--- src/rtl/ad_timebase_ctrl.sv ---
// ad_timebase_ctrl: sequences ADC sample-clock changes.
// Converts single-cycle step requests into the one-hot clock-mux enable.
// Around every switch it holds capture, drains the in-flight frame (bounded
// by a timeout), lets the new clock settle, then re-arms capture.
//
// state  | meaning
// -------+-----------------------------------------------------------------
// IDLE   | waiting for a live or pending step request
// DRAIN  | capture held, waiting for capture_busy to drop (or timeout)
// SWITCH | one cycle: load new tb_idx / en_out from latched target
// SETTLE | capture held while the new sample clock settles
// REARM  | one cycle: release hold and pulse rearm_pulse
module ad_timebase_ctrl #(
  parameter int SETTLE_CYCLES = 1024,
  parameter int DRAIN_TIMEOUT = 65535,
  parameter int TB_DEFAULT    = 4
) (
  input  logic       sys_clk,
  input  logic       rst_n,
  input  logic       tb_up,
  input  logic       tb_down,
  input  logic       capture_busy,
  output logic [7:0] en_out,
  output logic [2:0] tb_idx,
  output logic       capture_hold,
  output logic       rearm_pulse,
  output logic       switching,
  output logic       drain_timeout
);

  localparam int MAX_CNT = (SETTLE_CYCLES > DRAIN_TIMEOUT) ? SETTLE_CYCLES : DRAIN_TIMEOUT;
  localparam int CNT_W   = $clog2(MAX_CNT + 1);

  // The shared timer is a down-counter; these are its load values so that
  // reaching zero marks the last cycle of the respective phase.
  localparam logic [CNT_W-1:0] DRAIN_LAST  = CNT_W'(DRAIN_TIMEOUT - 1);
  localparam logic [CNT_W-1:0] SETTLE_LAST = CNT_W'(SETTLE_CYCLES - 1);
  localparam logic [2:0]       IDX_MAX     = 3'd4;
  localparam logic [2:0]       IDX_RST     = 3'(TB_DEFAULT);

  typedef enum logic [2:0] {
    ST_IDLE,
    ST_DRAIN,
    ST_SWITCH,
    ST_SETTLE,
    ST_REARM
  } state_t;

  state_t           state_q, state_d;
  logic [CNT_W-1:0] cnt_q, cnt_d;
  logic [2:0]       target_q, target_d;
  logic             pend_valid_q, pend_valid_d;
  logic             pend_inc_q, pend_inc_d;
  logic [2:0]       idx_d;
  logic [7:0]       en_d;
  logic             timeout_d;
  logic             hold_d;
  logic             switching_d;
  logic             rearm_d;

  // Simultaneous up+down cancels; tb_down moves to a larger index.
  logic live_req;
  logic live_inc;
  assign live_req = tb_up ^ tb_down;
  assign live_inc = tb_down;

  function automatic logic [7:0] idx_to_en(input logic [2:0] idx);
    return 8'b0000_0010 << idx;
  endfunction

  function automatic logic at_limit(input logic [2:0] idx, input logic inc);
    return inc ? (idx >= IDX_MAX) : (idx == 3'd0);
  endfunction

  function automatic logic [2:0] step_idx(input logic [2:0] idx, input logic inc);
    return inc ? (idx + 3'd1) : (idx - 3'd1);
  endfunction

  // Next-state, timer, pending-slot and registered-output decode.
  always_comb begin
    state_d      = state_q;
    cnt_d        = cnt_q;
    target_d     = target_q;
    pend_valid_d = pend_valid_q;
    pend_inc_d   = pend_inc_q;
    idx_d        = tb_idx;
    en_d         = en_out;
    timeout_d    = 1'b0;

    case (state_q)
      ST_IDLE: begin
        if (live_req && !at_limit(tb_idx, live_inc)) begin
          target_d     = step_idx(tb_idx, live_inc);
          pend_valid_d = 1'b0;
          cnt_d        = DRAIN_LAST;
          state_d      = ST_DRAIN;
        end else if (pend_valid_q) begin
          // A pending step that would saturate is discarded here, judged
          // against the index now in force rather than when it arrived.
          pend_valid_d = 1'b0;
          if (!at_limit(tb_idx, pend_inc_q)) begin
            target_d = step_idx(tb_idx, pend_inc_q);
            cnt_d    = DRAIN_LAST;
            state_d  = ST_DRAIN;
          end
        end
      end
      ST_DRAIN: begin
        if (!capture_busy) begin
          state_d = ST_SWITCH;
        end else if (cnt_q == '0) begin
          timeout_d = 1'b1;
          state_d   = ST_SWITCH;
        end else begin
          cnt_d = cnt_q - 1'b1;
        end
      end
      ST_SWITCH: begin
        idx_d   = target_q;
        en_d    = idx_to_en(target_q);
        cnt_d   = SETTLE_LAST;
        state_d = ST_SETTLE;
      end
      ST_SETTLE: begin
        if (cnt_q == '0) begin
          state_d = ST_REARM;
        end else begin
          cnt_d = cnt_q - 1'b1;
        end
      end
      ST_REARM: begin
        cnt_d   = '0;
        state_d = ST_IDLE;
      end
      default: begin
        cnt_d   = '0;
        state_d = ST_IDLE;
      end
    endcase

    // Requests seen while busy go to a single-entry slot, latest wins.
    if ((state_q != ST_IDLE) && live_req) begin
      pend_valid_d = 1'b1;
      pend_inc_d   = live_inc;
    end

    hold_d      = (state_d == ST_DRAIN) || (state_d == ST_SWITCH) || (state_d == ST_SETTLE);
    switching_d = (state_d != ST_IDLE);
    rearm_d     = (state_d == ST_REARM);
  end

  // FSM state register.
  always_ff @(posedge sys_clk or negedge rst_n) begin
    if (!rst_n) begin
      state_q <= ST_IDLE;
    end else begin
      state_q <= state_d;
    end
  end

  // Timer, target/pending latches and all outputs, registered.
  always_ff @(posedge sys_clk or negedge rst_n) begin
    if (!rst_n) begin
      cnt_q         <= '0;
      target_q      <= IDX_RST;
      pend_valid_q  <= 1'b0;
      pend_inc_q    <= 1'b0;
      tb_idx        <= IDX_RST;
      en_out        <= idx_to_en(IDX_RST);
      capture_hold  <= 1'b0;
      rearm_pulse   <= 1'b0;
      switching     <= 1'b0;
      drain_timeout <= 1'b0;
    end else begin
      cnt_q         <= cnt_d;
      target_q      <= target_d;
      pend_valid_q  <= pend_valid_d;
      pend_inc_q    <= pend_inc_d;
      tb_idx        <= idx_d;
      en_out        <= en_d;
      capture_hold  <= hold_d;
      rearm_pulse   <= rearm_d;
      switching     <= switching_d;
      drain_timeout <= timeout_d;
    end
  end

endmodule

--- config.mk ---
export PLATFORM = sky130hd
export DESIGN_NAME = ad_timebase_ctrl
export DESIGN_NICKNAME = d
export VERILOG_FILES = /design/src/rtl/ad_timebase_ctrl.sv
export SDC_FILE = /design/constraint.sdc
export NUM_CORES = 1
export LEC_CHECK = 0
export ABC_AREA = 1
export BUFFER_PORTS_ARGS = -buffer_cell sky130_fd_sc_hd__buf_2
export CAP_MARGIN = 20
export CORE_MARGIN = 4
export CORE_UTILIZATION = 45
export CTS_BUF_LIST = sky130_fd_sc_hd__clkbuf_8
export DETAILED_ROUTE_END_ITERATION = 10
export PLACE_DENSITY = 0.66
export SLEW_MARGIN = 20
export SYNTH_ARGS = -nofsm -noshare
export SYNTH_HDL_FRONTEND = slang
export SYNTH_SLANG_ARGS = --single-unit
--- constraint.sdc ---
create_clock -name sys_clk -period 1.5 [get_ports sys_clk]
set_input_delay 0.225 -clock sys_clk [delete_from_list [all_inputs] [get_ports sys_clk]]
set_output_delay 0.225 -clock sys_clk [all_outputs]
set_load 0.01 [all_outputs]
==> impl_results.rst, run 1 <==
.. list-table::
   :header-rows: 1

   * - Metric
     - Value
   * - Final routed wirelength across all metal layers
     - 5800 um
   * - Drt via density
     - about 5.1
   * - Dpl hpwl
     - around 3600 um
   * - Leakage power of the design
     - ~1.6 nW
   * - Ant diodes
     - 0
   * - Utilization after layout
     - 0.6728
   * - Violations in the final reports
     - negative setup slack
   * - Worst Clk Skew
     - 0.004048 ns
   * - Clock latency on the worst-skew pair
     - just under 0.3 ns
   * - Total Power
     - roughly 6.6 mW
   * - Clock sinks
     - 38
   * - Yosys warning total
     - 0
   * - Leading post-synthesis cells by cell area
     - sky130_fd_sc_hd__dfrtp_1 (41%), sky130_fd_sc_hd__nand2_1 (20%), sky130_fd_sc_hd__inv_1 (6.6%), sky130_fd_sc_hd__nor2_1 (5.6%), sky130_fd_sc_hd__nand3_1 (4.6%)
   * - Port Buffers
     - 18
   * - Starting density of the core
     - 0.4783
   * - Net count after synthesis
     - roughly 310
   * - Critical path class
     - flop to flop
   * - Commonest cells after routing, fill and taps aside
     - sky130_fd_sc_hd__nand2_1 (102), sky130_fd_sc_hd__buf_4 (39), sky130_fd_sc_hd__dfrtp_1 (35)
   * - Data required time of the critical path
     - about 1.7 ns
   * - Standard cell core area
     - around 0.0045 mm^2
   * - H-Tree Level Count
     - 2
   * - Unrepaired setup endpoints after global routing
     - true
   * - WHS Path Cells
     - 3
   * - Netlist cell types
     - 25
   * - Vias in the first global route
     - approximately 2100
   * - Commonest non-fill, non-tap cell in the layout
     - sky130_fd_sc_hd__nand2_1
   * - Number of antenna violations at the first check in global routing
     - 0
   * - Width of the chip
     - 77.20 um
   * - Highest routed metal layer
     - met4
   * - Met1 Routed Length
     - ~2700 um
   * - Class of the worst hold path
     - input pin to flop
   * - Final cell count without fillers
     - 430
   * - Final hold viol count
     - 0
   * - Total Negative Setup Slacks
     - -1.763 ns
   * - Detailed-routing iteration count for the pre-antenna-repair pass
     - 4
   * - Post-route worst setup slack
     - -0.1162 ns
   * - Die Span Y
     - between 70 and 80 um
   * - GR Overflow Total
     - 0
   * - Shortest period the worst path allows
     - around 1.6 ns
   * - Placed cells
     - 409
   * - Worst vdd ir
     - 1.300 mV
   * - Inserted Clock Buffers
     - 5
   * - Final slew viol count
     - 0
   * - Detailed route wirelength on metal3
     - about 210 um
   * - Reg clk slew, reported paths
     - ~0.080 ns
   * - Final worst-path cycle share
     - 1.077
   * - Post-synthesis instance total
     - a little over 300
   * - Crit-path max FO
     - 7
   * - Synth Cell Area
     - approximately 0.0022 mm^2
   * - Ratio of total power to cell area
     - roughly 2200 mW/mm^2
   * - Number of design-rule violations left by the first detailed-router iteration
     - approximately 140
   * - Timing-limited maximum frequency
     - about 620 MHz
   * - First-pass GRT wire length
     - ~9400 um
   * - Area share of the largest cell type after synthesis
     - 0.4065
   * - Sequential element share of the synthesized area
     - 0.4431
   * - GRT Overall Usage
     - 0.1961
   * - CTS tree
     - built
   * - Area enclosed by the die boundary
     - roughly 0.006 mm^2
   * - Post-synthesis sequential element count
     - 38
   * - Final Net Count
     - roughly 390
   * - Largest net degree at the start of global routing
     - 22
   * - Syn-to-layout area delta
     - 40.65%
   * - Vias
     - around 2200
   * - Element type at the critical path start
     - flop
   * - Result of the run
     - complete, but fails checks
   * - Share of layout cells above drive strength 1
     - 0.3519
   * - Remaining antenna violation count
     - 0
   * - Routability Congestion
     - 0.8190
   * - Core Rows
     - 24
   * - Maximum root-to-sink buffer count
     - 2
   * - Area of all sequential standard cells
     - ~950 um^2
   * - Logic depth of the worst register-to-register path
     - 11
   * - Root buf cell
     - sky130_fd_sc_hd__clkbuf_8
   * - Number of max-cap violations
     - 0
   * - Total length of routed met2 wires
     - 2871 um
   * - Cell type contributing the most total cell area after synthesis
     - sky130_fd_sc_hd__dfrtp_1
   * - Post-DR wirelength/cell
     - roughly 13 um
   * - Mean post-synth cell area
     - approximately 7.1 um^2
   * - Critical Path AT
     - about 1.8 ns
   * - Remaining design rule violation count
     - 0
   * - Final hold slack
     - roughly 0.24 ns
   * - Endpoint class of the critical path
     - flop
   * - # setup viols final
     - 21
   * - Fillers
     - 360
   * - Number of placed I/O pins
     - 20
   * - Multi-input gate area in the final layout
     - 0.001212 mm^2
==> logic make-up after synthesis <==
| family | count (synthesis) | synth area share |
|---|---|---|
| adder cells (fa/ha/maj) | 4 | 0.02323 |
| XOR/XNOR | 2 | 0.008132 |
| flip-flops | 38 | 0.4431 |
| other | 1 | 0.001740 |
| AND/OR/NAND/NOR | 183 | 0.3566 |
| AO/OA/AOI/OAI | 31 | 0.07782 |
| buffers and inverters | 45 | 0.08943 |
==> critical path: stages, from the launching register on <==
cell and delay (ns):
sky130_fd_sc_hd__dfrtp_1 0.41, sky130_fd_sc_hd__inv_2 0.08, sky130_fd_sc_hd__ha_4 0.12, sky130_fd_sc_hd__inv_2 0.04, sky130_fd_sc_hd__nor2_4 0.11, sky130_fd_sc_hd__nor2_4 0.05, sky130_fd_sc_hd__nor2_2 0.12, sky130_fd_sc_hd__nand2_1 0.12
sky130_fd_sc_hd__nand2_4 0.12, sky130_fd_sc_hd__nand3_4 0.15, sky130_fd_sc_hd__inv_2 0.10, sky130_fd_sc_hd__nand3_2 0.06
==> metal layers <==
layer | track usage | up-vias
li1 | - | 1100
met3 | 0.04684 | 7
met2 | 0.3117 | 53
met1 | 0.2644 | 1023
met4 | 0.05872 | 0
met5 | 0 | -
==> path summary, 6_finish.rpt <==
| path | end | from | slack, ns |
|---|---|---|---|
| worst min register to register | en_out[3] | en_out[3] | 0.48 |
| max in group asynchronous | tb_idx[2] | rst_n | 0.57 |
| min in group asynchronous | en_out[7] | rst_n | 0.40 |
| worst max-delay path | switching | tb_idx[0] | -0.12 |
| worst max register to register | switching | tb_idx[0] | -0.12 |
| worst min-delay path | pend_inc_q | tb_down | 0.24 |
==> area by class of cell <==
class                      instances  area share
clock buffer                       6     0.02725
clock inverter                     2    0.004129
inverter                          40     0.05202
multi-input combinational        222      0.4001
sequential                        38      0.3150
tap                               52     0.02147
timing repair buffer              70      0.1800
==> what timing repair did <==
action | in CTS | in global routing
hold buffers | 1 | 0
resized for setup | 37 | 34
endpoints found under the setup margin | 24 | 28
gates cloned | 2 | 0
pin swaps | 14 | 18
buffers inserted | 7 | 4
endpoints found under the hold margin | 16 | 0
==> sequential cells by signal, indices dropped and copies added (netlist names) <==
register / cells
capture_hold: 1
cnt_q: 16
drain_timeout: 1
en_out: 7
pend_inc_q: 1
pend_valid_q: 1
rearm_pulse: 1
state_q: 3
switching: 1
target_q: 3
tb_idx: 3
==> cell usage after synthesis (all sizes together) <==
cell and instances:
a21oi 7, buf 5, conb 1, dfrtp 35
dfstp 3, ha 4, inv 40, nand2 117
nand3 23, nand4 2, nor2 34, nor3 6
nor4 1, o211ai 1, o21ai 19, o31ai 4
xnor2 1, xor2 1
==> power by group <==
group | internal, mW | switching [mW]
combinational | 1.74 | 2.37
sequential | 1.49 | 0.290
clock | 0.370 | 0.374
total | 3.59 | 3.04
==> stage by stage <==
step,area (um^2),setup WS [ns]
detailed placement,2595,-0.1648
finish,3030,-0.1162
CTS,2914,-0.05192
floorplan,2157,-0.04486
global placement,2595,-0.1425
global route,3030,-0.1781
Power figures use the tool's default switching activity.
==> run 2: changes to the inputs <==
- PLACE_DENSITY: 0.66 -> not set
- clock period: 1.5 -> 1.6 ns (I/O delays scaled with it)
==> run 2 against run 1 <==
The flow now finishes without violations. Count of clock-buffer cells in the layout fell by 1. Final cell count shrank 2.3%. Fmax increased by 5.1%. Register-to-register slack gained 0.18 ns. Largest cell class unchanged.
==> impl_results.rst, run 2 (same netlist as run 1, synthesis figures left out) <==
.. list-table::
   :header-rows: 1

   * - Metric
     - Value
   * - Element type at the critical path start
     - flop
   * - Share of layout cells above drive strength 1
     - 0.3043
   * - Ant diodes
     - 0
   * - H-Tree Level Count
     - 2
   * - Timing-limited maximum frequency
     - 650.0 MHz
   * - Shortest period the worst path allows
     - about 1.5 ns
   * - Most frequent cell on the critical path
     - sky130_fd_sc_hd__nand2_2
   * - Cell at the slowest stage of the critical path
     - sky130_fd_sc_hd__dfrtp_1
   * - Maximum root-to-sink buffer count
     - 2
   * - Reg clk slew, reported paths
     - roughly 0.080 ns
   * - Commonest non-fill, non-tap cell in the layout
     - sky130_fd_sc_hd__nand2_1
   * - Detailed-routing iteration count for the pre-antenna-repair pass
     - 4
   * - Class of the worst hold path
     - input pin to flop
   * - Starting density of the core
     - 0.4783
   * - Crit-path max FO
     - 5
   * - Syn-to-layout area delta
     - 34.32%
   * - Ratio of total power to cell area
     - around 2100 mW/mm^2
   * - Number of antenna violations at the first check in global routing
     - 0
   * - Cell chain of the critical path
     - inv_2 > ha_4 > inv_2 > nor2_4 > nor2_2 > nor2_2 > nand2_1 > nand2_2 > nand3_4 > buf_6 > nand2_2 > nand2_2
   * - CTS tree
     - built
   * - Flip-flop count of the largest register after layout
     - 16
   * - # setup viols final
     - 0
   * - Final cell count without fillers
     - 420
   * - Final Net Count
     - approximately 380
   * - Critical Path AT
     - between 1.5 and 2 ns
   * - GRT Overall Usage
     - 0.1841
   * - Number of placed I/O pins
     - 20
   * - Unrepaired setup endpoints after global routing
     - true
   * - First-pass GRT wire length
     - approximately 8800 um
   * - Final hold viol count
     - 0
   * - Register ranked first by flip-flop count
     - cnt_q
   * - Final routed wirelength across all metal layers
     - 5249 um
   * - Worst Clk Skew
     - about 0.0049 ns
   * - Width of the chip
     - ~77 um
   * - Total Negative Setup Slacks
     - 0 ns
   * - Die Span Y
     - around 77 um
   * - Critical path class
     - flop to flop
   * - GR Overflow Total
     - 0
   * - Vias in the first global route
     - 1863
   * - Number of design-rule violations left by the first detailed-router iteration
     - 86
   * - Remaining antenna violation count
     - 0
   * - Clock latency on the worst-skew pair
     - between 0.2 and 0.3 ns
   * - Worst vdd ir
     - between 0.9 and 1 mV
   * - Routability Congestion
     - approximately 0.8
   * - Final worst-path cycle share
     - 0.9616
   * - Standard cell core area
     - 0.004504 mm^2
   * - Root buf cell
     - sky130_fd_sc_hd__clkbuf_8
   * - Remaining design rule violation count
     - 0
   * - Final slew viol count
     - 0
   * - Core Rows
     - 24
   * - Post-DR wirelength/cell
     - between 10 and 15 um
   * - Data required time of the critical path
     - 1.79 ns
   * - Drt via density
     - around 4.8
   * - Inserted Clock Buffers
     - 5
   * - Dpl hpwl
     - roughly 3800 um
   * - Placed cells
     - 404
   * - Vias
     - a little over 2000
   * - Leakage power of the design
     - roughly 1.5 nW
   * - Largest net degree at the start of global routing
     - 22
   * - Port Buffers
     - 18
   * - Critical path's largest stage delay
     - around 0.39 ns
   * - Top delay family on crit path
     - simple AND/OR/NAND/NOR gates
   * - Result of the run
     - finished, final reports clean
   * - Buffer and inverter count on the worst path
     - 3
   * - Number of max-cap violations
     - 0
   * - Endpoint class of the critical path
     - flop
   * - Registers with the most flip-flops
     - cnt_q x16, en_out x7
   * - Clock sinks
     - 38
   * - Area enclosed by the die boundary
     - approximately 0.0060 mm^2
   * - Commonest cells after routing, fill and taps aside
     - sky130_fd_sc_hd__nand2_1 (105), sky130_fd_sc_hd__dfrtp_1 (35), sky130_fd_sc_hd__buf_4 (34)
==> run 2: changes by cell type in the layout (fill, tap and decap cells not counted), sizes merged <==
cell	previous run	this run
buf	69	60
bufinv	0	2
clkbuf	6	5
clkinvlp	1	0
nand3	24	23
==> run 2: metal layers <==
layer	vias to the layer above	GRT usage	wire length (um)
met5	-	0	0
met4	0	0.04804	62
met3	6	0.03513	159
met1	910	0.2842	2742
met2	29	0.2599	2283
li1	1077	-	-
==> run 2: through the flow <==
stage          worst slack, ns  utilization  total power, mW  hold WS (ns)  cell area (um^2)
6_report               0.06146       0.6425            6.191        0.2354              2894
5_1_grt               -0.05248       0.6425            6.773        0.2506              2894
4_1_cts              -0.001888       0.6017            5.672        0.2313              2710
3_5_place_dp          -0.06166       0.5644            4.613        0.2132              2542
3_3_place_gp           0.03781       0.5644            4.563        0.2033              2542
2_1_floorplan          0.03101            -            3.516      -0.05559              2155
==> run 2: power by group <==
group	internal (mW)	switching, mW
logic	1.50	2.00
clock network	0.625	0.362
registers	1.39	0.303
==> run 2: area by class of cell <==
| type | instances | area, um^2 |
|---|---|---|
| clock buffers | 5 | 68.82 |
| clock inverters | 3 | 68.82 |
| fillers | 404 | 1610 |
| inverters | 40 | 150.1 |
| multi-input cells | 221 | 1132 |
| flip-flops and latches | 38 | 954.7 |
| well taps | 52 | 65.06 |
| repair buffers | 61 | 454.2 |
==> run 2: what timing repair did <==
action | in CTS | in global routing
endpoints found under the hold margin | 16 | 0
endpoints found under the setup margin | 14 | 25
buffers inserted | 1 | 5
gates resized for setup | 6 | 44
hold buffers | 1 | 0
gates cloned | 0 | 1
pin swaps | 2 | 17
==> run 2: path summary, 6_finish.rpt <==
kind,start,to,slack [ns],cells past startpoint
min in group asynchronous,rst_n,cnt_q[12],0.42,2
worst max-delay path,tb_idx[0],cnt_q[7],0.06,12
worst min register to register,en_out[4],en_out[4],0.48,2
worst max register to register,tb_idx[0],cnt_q[7],0.06,12
max in group asynchronous,rst_n,tb_idx[2],0.63,3
worst min-delay path,tb_down,pend_inc_q,0.24,3
==> run 2: worst min-delay path, cell delays in order <==
cell	delay, ns
sky130_fd_sc_hd__buf_2	0.11
sky130_fd_sc_hd__inv_1	0.06
sky130_fd_sc_hd__o21ai_0	0.08
==> run 3: changes to the inputs <==
- REMOVE_ABC_BUFFERS: not set -> 1
==> run 3 against run 2 <==
Die area stayed put. Combinational power decreased by 4%. Sequential cell count stayed put. Largest power group unchanged.
==> impl_results.rst, run 3 (same netlist as run 1, synthesis figures left out) <==
.. list-table::
   :header-rows: 1

   * - Metric
     - Value
   * - Sw Pwr
     - ~2.6 mW
   * - GRT Overall Usage
     - 0.1802
   * - Routability Congestion
     - around 0.88
   * - Cell chain of the critical path
     - inv_2 > ha_4 > nand3_4 > nor2_4 > buf_6 > nand3_2 > nand3_4 > buf_2 > nand2_1 > nand2_1
   * - Clock sinks
     - 38
   * - Ratio of total power to cell area
     - approximately 2100 mW/mm^2
   * - Cell at the slowest stage of the critical path
     - sky130_fd_sc_hd__dfrtp_1
   * - Number of placed I/O pins
     - 20
   * - Critical path class
     - flop to flop
   * - Final routed wirelength across all metal layers
     - approximately 5200 um
   * - Number of design-rule violations left by the first detailed-router iteration
     - 89
   * - Class of the worst hold path
     - input pin to flop
   * - Crit-path max FO
     - 4
   * - Final Net Count
     - between 300 and 400
   * - Detailed-routing iteration count for the pre-antenna-repair pass
     - 5
   * - Critical Path AT
     - between 1.5 and 2 ns
   * - Shortest period the worst path allows
     - 1.568 ns
   * - GR Overflow Total
     - 0
   * - Drt via density
     - a little over 5
   * - Most crowded layer after global routing
     - met2
   * - Commonest non-fill, non-tap cell in the layout
     - sky130_fd_sc_hd__nand2_1
   * - Post-DR wirelength/cell
     - approximately 13 um
   * - Number of antenna violations at the first check in global routing
     - 0
   * - Layout Cell Area excl Fill
     - between 0.002 and 0.003 mm^2
   * - Reg clk slew, reported paths
     - around 0.08 ns
   * - Commonest cells after routing, fill and taps aside
     - sky130_fd_sc_hd__nand2_1 (110), sky130_fd_sc_hd__dfrtp_1 (34), sky130_fd_sc_hd__inv_1 (32)
   * - Flip-flop count of the largest register after layout
     - 16
   * - Share of total power consumed by net switching
     - 0.4257
   * - Vias in the first global route
     - around 2100
   * - Critical path's largest stage delay
     - roughly 0.42 ns
   * - GRT met2 Usage
     - 0.3290
   * - Leakage power of the design
     - 1.539 nW
   * - Final hold viol count
     - 0
   * - Starting density of the core
     - 0.4783
   * - Remaining design rule violation count
     - 0
   * - Timing-limited maximum frequency
     - between 600 and 700 MHz
   * - # setup viols final
     - 0
   * - Result of the run
     - finished, final reports clean
   * - Die Span Y
     - around 77 um
   * - H-Tree Level Count
     - 2
   * - Element type at the critical path start
     - flop
   * - Placement Setup Slack
     - about 0.0033 ns
   * - Final slew viol count
     - 0
   * - Remaining antenna violation count
     - 0
   * - M3 GR Usage
     - 0.02927
   * - Core Rows
     - 24
   * - Clock latency on the worst-skew pair
     - between 0.2 and 0.3 ns
   * - CTS tree
     - built
   * - Number of max-cap violations
     - 0
   * - Inserted Clock Buffers
     - 5
   * - Clock power frac
     - 0.163
   * - Unrepaired setup endpoints after global routing
     - true
   * - Internal power
     - 3.488 mW
   * - Data required time of the critical path
     - about 1.8 ns
   * - Area enclosed by the die boundary
     - roughly 0.0060 mm^2
   * - Register ranked first by flip-flop count
     - cnt_q
   * - Share of layout cells above drive strength 1
     - 0.2740
   * - Final worst-path cycle share
     - 0.9803
   * - Standard cell core area
     - between 0.004 and 0.005 mm^2
   * - Root buf cell
     - sky130_fd_sc_hd__clkbuf_8
   * - Comb power frac
     - 0.554
   * - Largest net degree at the start of global routing
     - 23
   * - Syn-to-layout area delta
     - 33.33%
   * - Maximum root-to-sink buffer count
     - 2
   * - Width of the chip
     - 77.20 um
   * - Worst vdd ir
     - just over 1 mV
   * - Dpl hpwl
     - between 3000 and 4000 um
   * - Vias
     - ~2100
   * - Endpoint class of the critical path
     - flop
   * - Registers with the most flip-flops
     - cnt_q x16, en_out x7
   * - Worst Clk Skew
     - 0.004927 ns
   * - Part of the total power dissipated in sequential elements
     - 0.283
   * - First-pass GRT wire length
     - roughly 8900 um
   * - Ant diodes
     - 0
   * - GR Util met1
     - 0.2162
   * - Port Buffers
     - 18
   * - Post-detailed-placement cell area
     - about 0.0025 mm^2
   * - Post-route worst setup slack
     - roughly 0.032 ns
==> run 3: worst paths after layout <==
kind | startpoint | end | slack (ns) | cells past startpoint
max | cnt_q[1] | cnt_q[1] | 0.03 | 10
min | tb_down | pend_inc_q | 0.24 | 3
max in group asynchronous | rst_n | tb_idx[2] | 0.65 | 3
min reg2reg | en_out[1] | en_out[1] | 0.49 | 2
min in group asynchronous | rst_n | cnt_q[7] | 0.41 | 2
max reg2reg | cnt_q[1] | cnt_q[1] | 0.03 | 10
==> run 3: final cells by class <==
cell class              count  area, um^2
clock inverters             3       68.82
flip-flops and latches     38       955.9
clock buffers               5       68.82
multi-input cells         221        1112
repair buffers             58       451.7
fillers                   406        1632
inverters                  40       150.1
well taps                  52       65.06
==> run 3: power groups by stage <==
stage	sequential, mW	clock [mW]	combinational, mW
after detailed placement	1.73	0	2.82
after CTS	1.71	1.02	2.84
after floorplan	1.77	0	1.65
after global routing	1.77	1.07	3.82
after global placement	1.71	0	2.79
final	1.72	0.991	3.36
==> run 3: worst max-delay path: cells and delay by family (launching register included) <==
family                     cells  cell delay [ns]
and+or+nand+nor                6             0.58
DFF                            1             0.42
buffers and inverters          3             0.37
adders and majority gates      1             0.15
==> run 3: routing by layer <==
layer  wire [um]  share of wire  up-vias
met3         175          0.033       10
met5           0              0        -
li1            -              -     1068
met1        2270           0.43      971
met2        2694           0.52       50
met4          86          0.016        0
==> run 3: stage by stage <==
step	util	hold WS [ns]	power, mW	cells	setup TNS, ns
3_3_place_gp	0.5589	0.1977	4.500	399	0
3_5_place_dp	0.5589	0.1976	4.546	399	0
4_1_cts	0.5933	0.2389	5.577	408	0
2_1_floorplan	-	-0.05559	3.417	299	-0.01471
5_1_grt	0.6378	0.2555	6.658	417	-0.6446
6_report	0.6378	0.2366	6.073	417	0
==> run 3: timing repair <==
item / 4_1_cts / 5_1_grt
gates resized for setup: 3 / 35
pin swaps: 0 / 6
hold buffers: 1 / 0
endpoints found under the hold margin: 16 / 0
gates cloned: 0 / 2
buffers inserted: 0 / 7
setup endpoints to repair: 9 / 22
